**src/rtl/alu_pkg.sv**
```systemverilog
// Shared definitions for the ALU breadboard: divider FSM states, default
// widths, the divide-by-zero fill bit and the iteration-counter width helper.
package alu_pkg;

  typedef enum logic [1:0] {
    IDLE = 2'd0,
    RUN  = 2'd1,
    DONE = 2'd2
  } state_t;

  localparam int unsigned WIDTH_DEF     = 16;
  localparam int unsigned OUT_WIDTH_DEF = 32;

  // Every result bit takes this value when the divisor is zero.
  localparam logic DIVZERO_FILL = 1'b1;

  // Width of a counter that indexes WIDTH iterations (at least one bit).
  function automatic int unsigned cnt_w(input int unsigned w);
    return (w > 1) ? $clog2(w) : 1;
  endfunction

endpackage

```
**src/rtl/seq_divider_div_step.sv**
```systemverilog
// One restoring-division iteration: shift the next dividend bit into the
// partial remainder, trial-subtract the divisor, keep the result if it did
// not borrow, and shift the matching quotient bit in.
module div_step
  import alu_pkg::*;
#(
  parameter int unsigned WIDTH = WIDTH_DEF
) (
  input  logic [WIDTH-1:0] i_rem,
  input  logic [WIDTH-1:0] i_q,
  input  logic [WIDTH-1:0] i_div,
  output logic [WIDTH-1:0] o_rem,
  output logic [WIDTH-1:0] o_q
);

  logic [WIDTH:0] w_shift;
  logic [WIDTH:0] w_trial;

  // Since rem < divisor, a non-borrowing trial always fits back in WIDTH bits.
  always_comb begin
    w_shift = {i_rem, i_q[WIDTH-1]};
    w_trial = w_shift - {1'b0, i_div};
    if (w_trial[WIDTH] == 1'b0) begin
      o_rem = w_trial[WIDTH-1:0];
      o_q   = {i_q[WIDTH-2:0], 1'b1};
    end else begin
      o_rem = w_shift[WIDTH-1:0];
      o_q   = {i_q[WIDTH-2:0], 1'b0};
    end
  end

endmodule

```
**src/rtl/seq_divider.sv**
```systemverilog
// Multi-cycle unsigned restoring divider: one quotient bit per clock,
// zero-extended quotient/remainder, all-ones results on divide-by-zero.
module seq_divider
  import alu_pkg::*;
#(
  parameter int unsigned WIDTH     = WIDTH_DEF,
  parameter int unsigned OUT_WIDTH = OUT_WIDTH_DEF
) (
  input  logic                 clk,
  input  logic                 reset,
  input  logic                 start,
  input  logic [WIDTH-1:0]     inputA,
  input  logic [WIDTH-1:0]     inputB,
  output logic                 busy,
  output logic                 done,
  output logic [OUT_WIDTH-1:0] resDiv,
  output logic [OUT_WIDTH-1:0] resMod,
  output logic                 divZero
);

  localparam int unsigned     CW   = cnt_w(WIDTH);
  localparam logic [CW-1:0]   LAST = CW'(WIDTH - 1);

  state_t               r_state;
  state_t               w_state_next;
  logic [CW-1:0]        r_count;
  logic [WIDTH-1:0]     r_b;
  logic [WIDTH-1:0]     r_q;
  logic [WIDTH-1:0]     r_rem;
  logic [WIDTH-1:0]     w_rem_next;
  logic [WIDTH-1:0]     w_q_next;
  logic                 r_done;
  logic                 r_div_zero;
  logic [OUT_WIDTH-1:0] r_res_div;
  logic [OUT_WIDTH-1:0] r_res_mod;
  logic                 w_accept;
  logic                 w_b_zero;
  logic                 w_last;

  div_step #(
    .WIDTH(WIDTH)
  ) u_step (
    .i_rem(r_rem),
    .i_q  (r_q),
    .i_div(r_b),
    .o_rem(w_rem_next),
    .o_q  (w_q_next)
  );

  assign w_accept = start && ((r_state == IDLE) || (r_state == DONE));
  assign w_b_zero = (inputB == '0);
  assign w_last   = (r_count == LAST);

  assign busy    = (r_state == RUN);
  assign done    = r_done;
  assign resDiv  = r_res_div;
  assign resMod  = r_res_mod;
  assign divZero = r_div_zero;

  // State register.
  always_ff @(posedge clk or posedge reset) begin
    if (reset) r_state <= IDLE;
    else       r_state <= w_state_next;
  end

  // Next-state logic; DONE accepts a new start just like IDLE.
  always_comb begin
    w_state_next = r_state;
    unique case (r_state)
      IDLE, DONE: if (w_accept) w_state_next = w_b_zero ? DONE : RUN;
      RUN:        if (w_last)   w_state_next = DONE;
      default:    w_state_next = IDLE;
    endcase
  end

  // Operand latch, iteration datapath, counter and result registers.
  // The last RUN step commits the divider's next values straight into the
  // results so DONE is reached after exactly WIDTH iterations.
  always_ff @(posedge clk or posedge reset) begin
    if (reset) begin
      r_count    <= '0;
      r_b        <= '0;
      r_q        <= '0;
      r_rem      <= '0;
      r_done     <= 1'b0;
      r_div_zero <= 1'b0;
      r_res_div  <= '0;
      r_res_mod  <= '0;
    end else begin
      r_done <= 1'b0;
      unique case (r_state)
        IDLE, DONE: begin
          if (w_accept) begin
            if (w_b_zero) begin
              r_res_div  <= {OUT_WIDTH{DIVZERO_FILL}};
              r_res_mod  <= {OUT_WIDTH{DIVZERO_FILL}};
              r_div_zero <= 1'b1;
              r_done     <= 1'b1;
            end else begin
              r_b     <= inputB;
              r_q     <= inputA;
              r_rem   <= '0;
              r_count <= '0;
            end
          end
        end
        RUN: begin
          r_rem   <= w_rem_next;
          r_q     <= w_q_next;
          r_count <= r_count + 1'b1;
          if (w_last) begin
            r_res_div  <= OUT_WIDTH'(w_q_next);
            r_res_mod  <= OUT_WIDTH'(w_rem_next);
            r_div_zero <= 1'b0;
            r_done     <= 1'b1;
          end
        end
        default: ;
      endcase
    end
  end

endmodule

```
**config.mk**
```make
export PLATFORM = sky130hd
export DESIGN_NAME = seq_divider
export DESIGN_NICKNAME = d
export VERILOG_FILES = /design/src/rtl/alu_pkg.sv /design/src/rtl/seq_divider_div_step.sv /design/src/rtl/seq_divider.sv
export SDC_FILE = /design/constraint.sdc
export NUM_CORES = 1
export LEC_CHECK = 0
export CELL_PAD_IN_SITES_DETAIL_PLACEMENT = 0
export CELL_PAD_IN_SITES_GLOBAL_PLACEMENT = 1
export CORE_UTILIZATION = 39
export CTS_BUF_LIST = sky130_fd_sc_hd__clkbuf_4 sky130_fd_sc_hd__clkbuf_8
export DETAILED_ROUTE_END_ITERATION = 8
export PLACE_DENSITY_LB_ADDON = 0.1
export SLEW_MARGIN = 20
export SYNTH_ARGS = -nofsm -noshare
export SYNTH_HDL_FRONTEND = slang
export SYNTH_SLANG_ARGS = --single-unit
```
**constraint.sdc**
```tcl
create_clock -name clk -period 3 [get_ports clk]
set_clock_uncertainty 0.05 [all_clocks]
set_input_delay 0.45 -clock clk [delete_from_list [all_inputs] [get_ports clk]]
set_output_delay 0.45 -clock clk [all_outputs]
set_load 0.02 [all_outputs]
```
Yosys cells after proc, flatten, opt, wreduce, memory -nomap -nowiden
Index checks and enable logic that the tools add are counted.
{"block": "op_classes", "add_sub_neg": 2, "eq_ne": 7, "mux": 29, "n_bitwise": 1, "n_reduce_logical": 10}
{"cell": "32-bit 2-to-1 mux", "n": 4}
{"cell": "32-bit case mux with 2 select lines", "n": 2}
{"cell": "16-bit 2-to-1 mux", "n": 5}
{"cell": "16-bit case mux with 2 select lines", "n": 2}
{"cell": "17-bit by 16-bit subtractor with 17-bit output", "n": 1}
{"cell": "16-bit zero test", "n": 1}
{"cell": "4-bit 2-to-1 mux", "n": 2}
{"cell": "4-bit case mux with 2 select lines", "n": 1}
{"cell": "1-bit 2-to-1 mux", "n": 7}
{"cell": "2-bit 2-to-1 mux", "n": 3}
{"cell": "2-bit != test, second input constant", "n": 3}
{"cell": "3-bit AND reduction", "n": 2}
{"cell": "4-bit by 1-bit adder with 4-bit output, second input constant", "n": 1}
{"cell": "4-bit equality test, second input constant", "n": 1}
{"cell": "1-bit case mux with 2 select lines", "n": 2}
{"cell": "2-bit case mux with 2 select lines", "n": 1}
{"cell": "4-bit AND reduction", "n": 1}
{"cell": "2-bit by 1-bit equality test with 1-bit output, second input constant", "n": 1}
{"cell": "2-bit equality test, second input constant", "n": 1}
{"cell": "2-bit zero test", "n": 1}
{"cell": "2-bit by 1-bit != test with 1-bit output, second input constant", "n": 1}
{"cell": "2-bit AND reduction", "n": 1}
{"cell": "2-bit nonzero test", "n": 1}
{"cell": "2-bit OR reduction", "n": 1}
{"cell": "other kinds (3)", "n": 3}
{"block": "word_totals", "register_bits": 120, "inputBits": 35, "output_inout_bits": 67, "elab_cells": 58}

Longest topological paths before layout
{"block": "logic_depth", "ltp_word": 5, "ltp_mapped": 11, "depth_no_buf": 10}

Hierarchy
A second synthesis with hierarchy kept.
{"block": "hier_totals", "cells_unflattened": 445, "hier_area_um2": 4911.0}
{"module": "seq_divider", "n_inst": 1, "cells_per_inst": 302, "area_per_inst_um2": 3788.6, "seq_area_each_um2": 2202.1}
{"module": "div_step", "n_inst": 1, "cells_per_inst": 143, "area_per_inst_um2": 1122.3, "seq_area_each_um2": 0.0}

Worst setup path before layout
Ideal clock, no wire load.
{"block": "synth_timing", "kind": "register -> register", "startpoint": "reg r_b[0]", "endpoint": "reg r_res_mod[0], in the netlist resMod[0]", "setup_time_ns": 0.077, "t_arrival_ns": 2.508, "required_time_ns": 2.873, "slack_ns": 0.365, "path_stages_with_launch": 11, "n_path_buf": 1, "synth_period_minus_slack_ns": 2.635, "path_cell_list": "dfrtp_1 > ha_1 > fa_1 > nand2b_1 > a21o_1 > a31oi_2 > a21oi_2 > o311ai_4 > buf_6 > mux2_4 > a21oi_1"}
{"block": "synth_via", "elab_chain_cells": 4}
{"item": "start: declaration", "line_no": "seq_divider.sv:27", "rtl": "logic [WIDTH-1:0] r_b;"}
{"item": "start signal: assignment", "line_no": "seq_divider.sv:100", "rtl": "r_b <= inputB;"}
{"item": "17-bit by 16-bit subtractor with 17-bit output", "line_no": "seq_divider_div_step.sv:22", "rtl": "w_trial = w_shift - {1'b0, i_div};"}
{"item": "16-bit 2-to-1 mux", "line_no": "seq_divider_div_step.sv:23", "rtl": "if (w_trial[WIDTH] == 1'b0) begin"}
{"item": "32-bit 2-to-1 mux", "line_no": "seq_divider.sv:111", "rtl": "if (w_last) begin"}
{"item": "32-bit case mux with 2 select lines", "line_no": "seq_divider.sv:91", "rtl": "unique case (r_state)"}
{"item": "end signal: assignment", "line_no": "seq_divider.sv:96", "rtl": "r_res_mod <= {OUT_WIDTH{DIVZERO_FILL}};"}
{"item": "end signal: assignment", "line_no": "seq_divider.sv:113", "rtl": "r_res_mod <= OUT_WIDTH'(w_rem_next);"}
{"item": "end: declaration", "line_no": "seq_divider.sv:35", "rtl": "logic [OUT_WIDTH-1:0] r_res_mod;"}
Every way passes these cells. The select of a mux whose other input is x is not followed.
A chain may end at the register's enable or synchronous reset.

Worst setup path after layout
{"block": "layout_timing", "startpoint": "reg r_q[15]", "endpoint": "reg r_rem[1]"}
{"block": "layout_via", "elab_chain_cells": 3}
{"item": "start: declaration", "line_no": "seq_divider.sv:28", "rtl": "logic [WIDTH-1:0] r_q;"}
{"item": "start signal: assignment", "line_no": "seq_divider.sv:101", "rtl": "r_q <= inputA;"}
{"item": "start signal: assignment", "line_no": "seq_divider.sv:109", "rtl": "r_q <= w_q_next;"}
{"item": "17-bit by 16-bit subtractor with 17-bit output", "line_no": "seq_divider_div_step.sv:22"}
{"item": "16-bit 2-to-1 mux", "line_no": "seq_divider_div_step.sv:23"}
{"item": "16-bit case mux with 2 select lines", "line_no": "seq_divider.sv:91"}
{"item": "end signal: assignment", "line_no": "seq_divider.sv:108", "rtl": "r_rem <= w_rem_next;"}
{"item": "end: declaration", "line_no": "seq_divider.sv:29", "rtl": "logic [WIDTH-1:0] r_rem;"}
Every way passes these cells.

==> results_dict.tcl <==
set metrics [dict create \
    synthCells 517 \
    synth_xor_area_share_pct 2.46 \
    synth.largest_area_cell "dfrtp_1" \
    die_y_um 111 \
    seq_area_frac_synth_pct 47.5 \
    ys.flop_type "dfrtp_1" \
    synth-adder-area-share_pct 5.02 \
    cts-root-buf "clkbuf_8" \
    clock_latency_ns 0.37 \
    fin_crit_sh_pct 91.1 \
    finalMaxSlewViolations 0 \
    synth-async-reset-ratio_pct 100 \
    drc 26 \
    dp_hpwl_um 7780 \
    globalplace.congestion 0.846 \
    die_area_mm2 0.0123 \
    grt_use_total_pct 19.0 \
    tightest_slew_ns 0.808 \
    wl_met3_um 500 \
    totalWireLength_um 10800 \
    critical_path_class "reg -> reg" \
    routedWlPerCell_um 14.6 \
    finalHoldViolCount 0 \
    grt_first_pass_wirelength_um 18200 \
    antenna_found_initial 0 \
    r2r_end "r_rem[1]" \
    holdWs_ns 0.410 \
    synth_common_cells "88 x dfrtp_1, 81 x nand2_1, 65 x nor2_1" \
    num_vias 3701 \
    core_mm2 0.0115 \
    hp-class "in -> async" \
    ys.warnings.count 0 \
    status "finished with violations" \
    cts.sinks 88 \
    synth_area_per_cell_um2 8.97 \
    crit_end "r_rem[1]" \
    worst-r2r-cell-count 11 \
    netlist_top_cells_area "dfrtp_1 48%, nand2_1 6.6%, buf_4 5.3%" \
    path_clk_slew_ns 0.09 \
    irDropWorstVdd_uv 447 \
    viasPerCell 5.01 \
    worstPathRequired_ns 3.25 \
    fin_setup_tns_ns 0 \
    io_buffers 101 \
    synth_top_family_by_area "compound AO/OA/AOI/OAI gates" \
    grt_pass1_vias 3605 \
    io-pin-count 102 \
    power_leakage_nw 2.55 \
    critPathLaunch "r_q[15]" \
    rsz0062_at_grt "no" \
    drive_gt1_share_pct 7.39 \
    wl_met1_um 5400 \
    synth_compound_area_share_pct 16.5 \
    clk_path_buf_depth 2 \
    topRoutingLayerUsed "met4" \
    fin_nets 643 \
    start_util_pct 40.3 \
    cts_resized 0 \
    cap_violations 0 \
    first_pass_iters 6 \
    critPathLaunchType "flop" \
    grt_max_degree 54 \
    r2r_start "r_q[15]" \
    grt.overflow.total 0 \
    post-route-cell-area_mm2 0.00591 \
    wl_met2_um 4680 \
    die_w_um 111 \
    r2r_slack_ns 0.27 \
    dpl_worst_slack_ns 0.171 \
    setup_viol 0 \
    rows 39 \
    hold_buffers 0 \
    synth-seq-cells 88 \
    cts_buffers 9 \
    synth-edff-count 0 \
    synthSimpleGateAreaFrac_pct 15.6 \
    fmax_ghz 0.366 \
    diodes 0 \
    cts_setup_buffers 0 \
    min_period_ns 2.73 \
    cp-end-kind "flop" \
    synthDistinctLibCells 41 \
    muxShareOfSynthArea_pct 3.67 \
    synth_most_common_cell "dfrtp_1" \
    initialDrtViolationCount 154 \
    syn_nets 570 \
    worstPathMaxFanout 12 \
    yosysTopAreaCellShare_pct 47.5 \
    area_growth_pct 27.5 \
    fin_ws_ns 0.266 \
    ant_nets 0 \
    ctsHtreeMaxLevel 3 \
    violations "design-rule violations" \
    power-per-cell-area_mw_per_mm2 1210 \
    cp.arrival_ns 2.98 \
    cts_tree "done" \
    syn_area_mm2 0.00464 \
    max_slew_margin_pct 46.1 \
    place_area_mm2 0.00567 \
]
## routing by layer
| layer | vias to the layer above | global-route usage, % |
|---|---|---|
| met1 | 1733 | 26.3 |
| li1 | 1868 | - |
| met2 | 86 | 28.5 |
| met4 | 0 | 8.65 |
| met3 | 14 | 4.16 |
| met5 | - | 0 |
## cell families after synthesis
family                   Yosys count
AO/OA/AOI/OAI                    130
XOR/XNOR                          13
adder cells (fa/ha/maj)           18
buffers and inverters             77
flip-flops                        88
multiplexers                      16
AND/OR/NAND/NOR                  175
## cells in the final DEF, fill, tap and decap left out, types with 3 or more instances in the layout
cell,synthesis,routed
xnor2_1,8,8
nor3_1,3,3
mux2i_1,14,13
nor3b_1,3,3
inv_1,21,20
clkdlybuf4s50_1,0,101
a21oi_1,47,46
a31oi_1,17,17
or2_1,3,3
buf_12,0,4
o21ai_0,12,12
nor2_1,65,64
xor2_1,5,5
nand2_1,81,81
ha_1,17,17
nor4_1,4,4
o21ai_1,34,34
dfrtp_1,88,88
nand2b_1,8,7
a21o_1,3,3
buf_4,33,12
clkbuf_8,0,10
nand3_1,6,6
## through the flow
step / cells / utilization, % / power [mW]
after global placement: 722 / 49.3 / 6.17
final: 738 / 51.3 / 7.14
after detailed placement: 722 / 49.3 / 6.21
after floorplan: 517 / - / 5.05
after CTS: 738 / 51.2 / 7.17
after global routing: 738 / 51.3 / 7.80
## final cells by class
type | instances | area (µm²)
inverter | 22 | 83.8
clock inverter | 5 | 80.1
timing repair buffer | 117 | 1180
clock buffer | 11 | 145
tap | 143 | 179
multi-input combinational | 352 | 2040
sequential | 88 | 2200
fill | 1104 | 5610
## sequential cells by signal, summed over array words and instances (netlist names)
register  flops
r_state       2
r_q          16
resMod       16
resDiv       17
r_b          16
r_rem        16
done          1
r_count       4
## power by group
group	switching, mW	internal (mW)
Clock	0.430	0.500
Combinational	2.42	1.86
Sequential	0.269	1.66
## worst min path at each step
stage	from	end	slack, ns	cells after the start
after detailed placement	r_state[1]	r_state[1]	0.42	1
after CTS	reset	resDiv[13]	0.42	2
after floorplan	r_state[1]	r_state[1]	0.39	1
final	reset	resDiv[13]	0.41	2
after global placement	r_state[1]	r_state[1]	0.40	1
after global routing	r_state[1]	r_state[1]	0.47	1
## worst max-delay path: stages (launching register included)
cell,delay [ns]
dfrtp_1,0.35
inv_1,0.06
ha_1,0.20
fa_1,0.40
nand2b_1,0.17
a21o_1,0.19
a31oi_4,0.18
a21oi_2,0.12
o311ai_4,0.28
buf_12,0.21
mux2_4,0.31
o21ai_1,0.13
(Power assumes the default switching activity.)
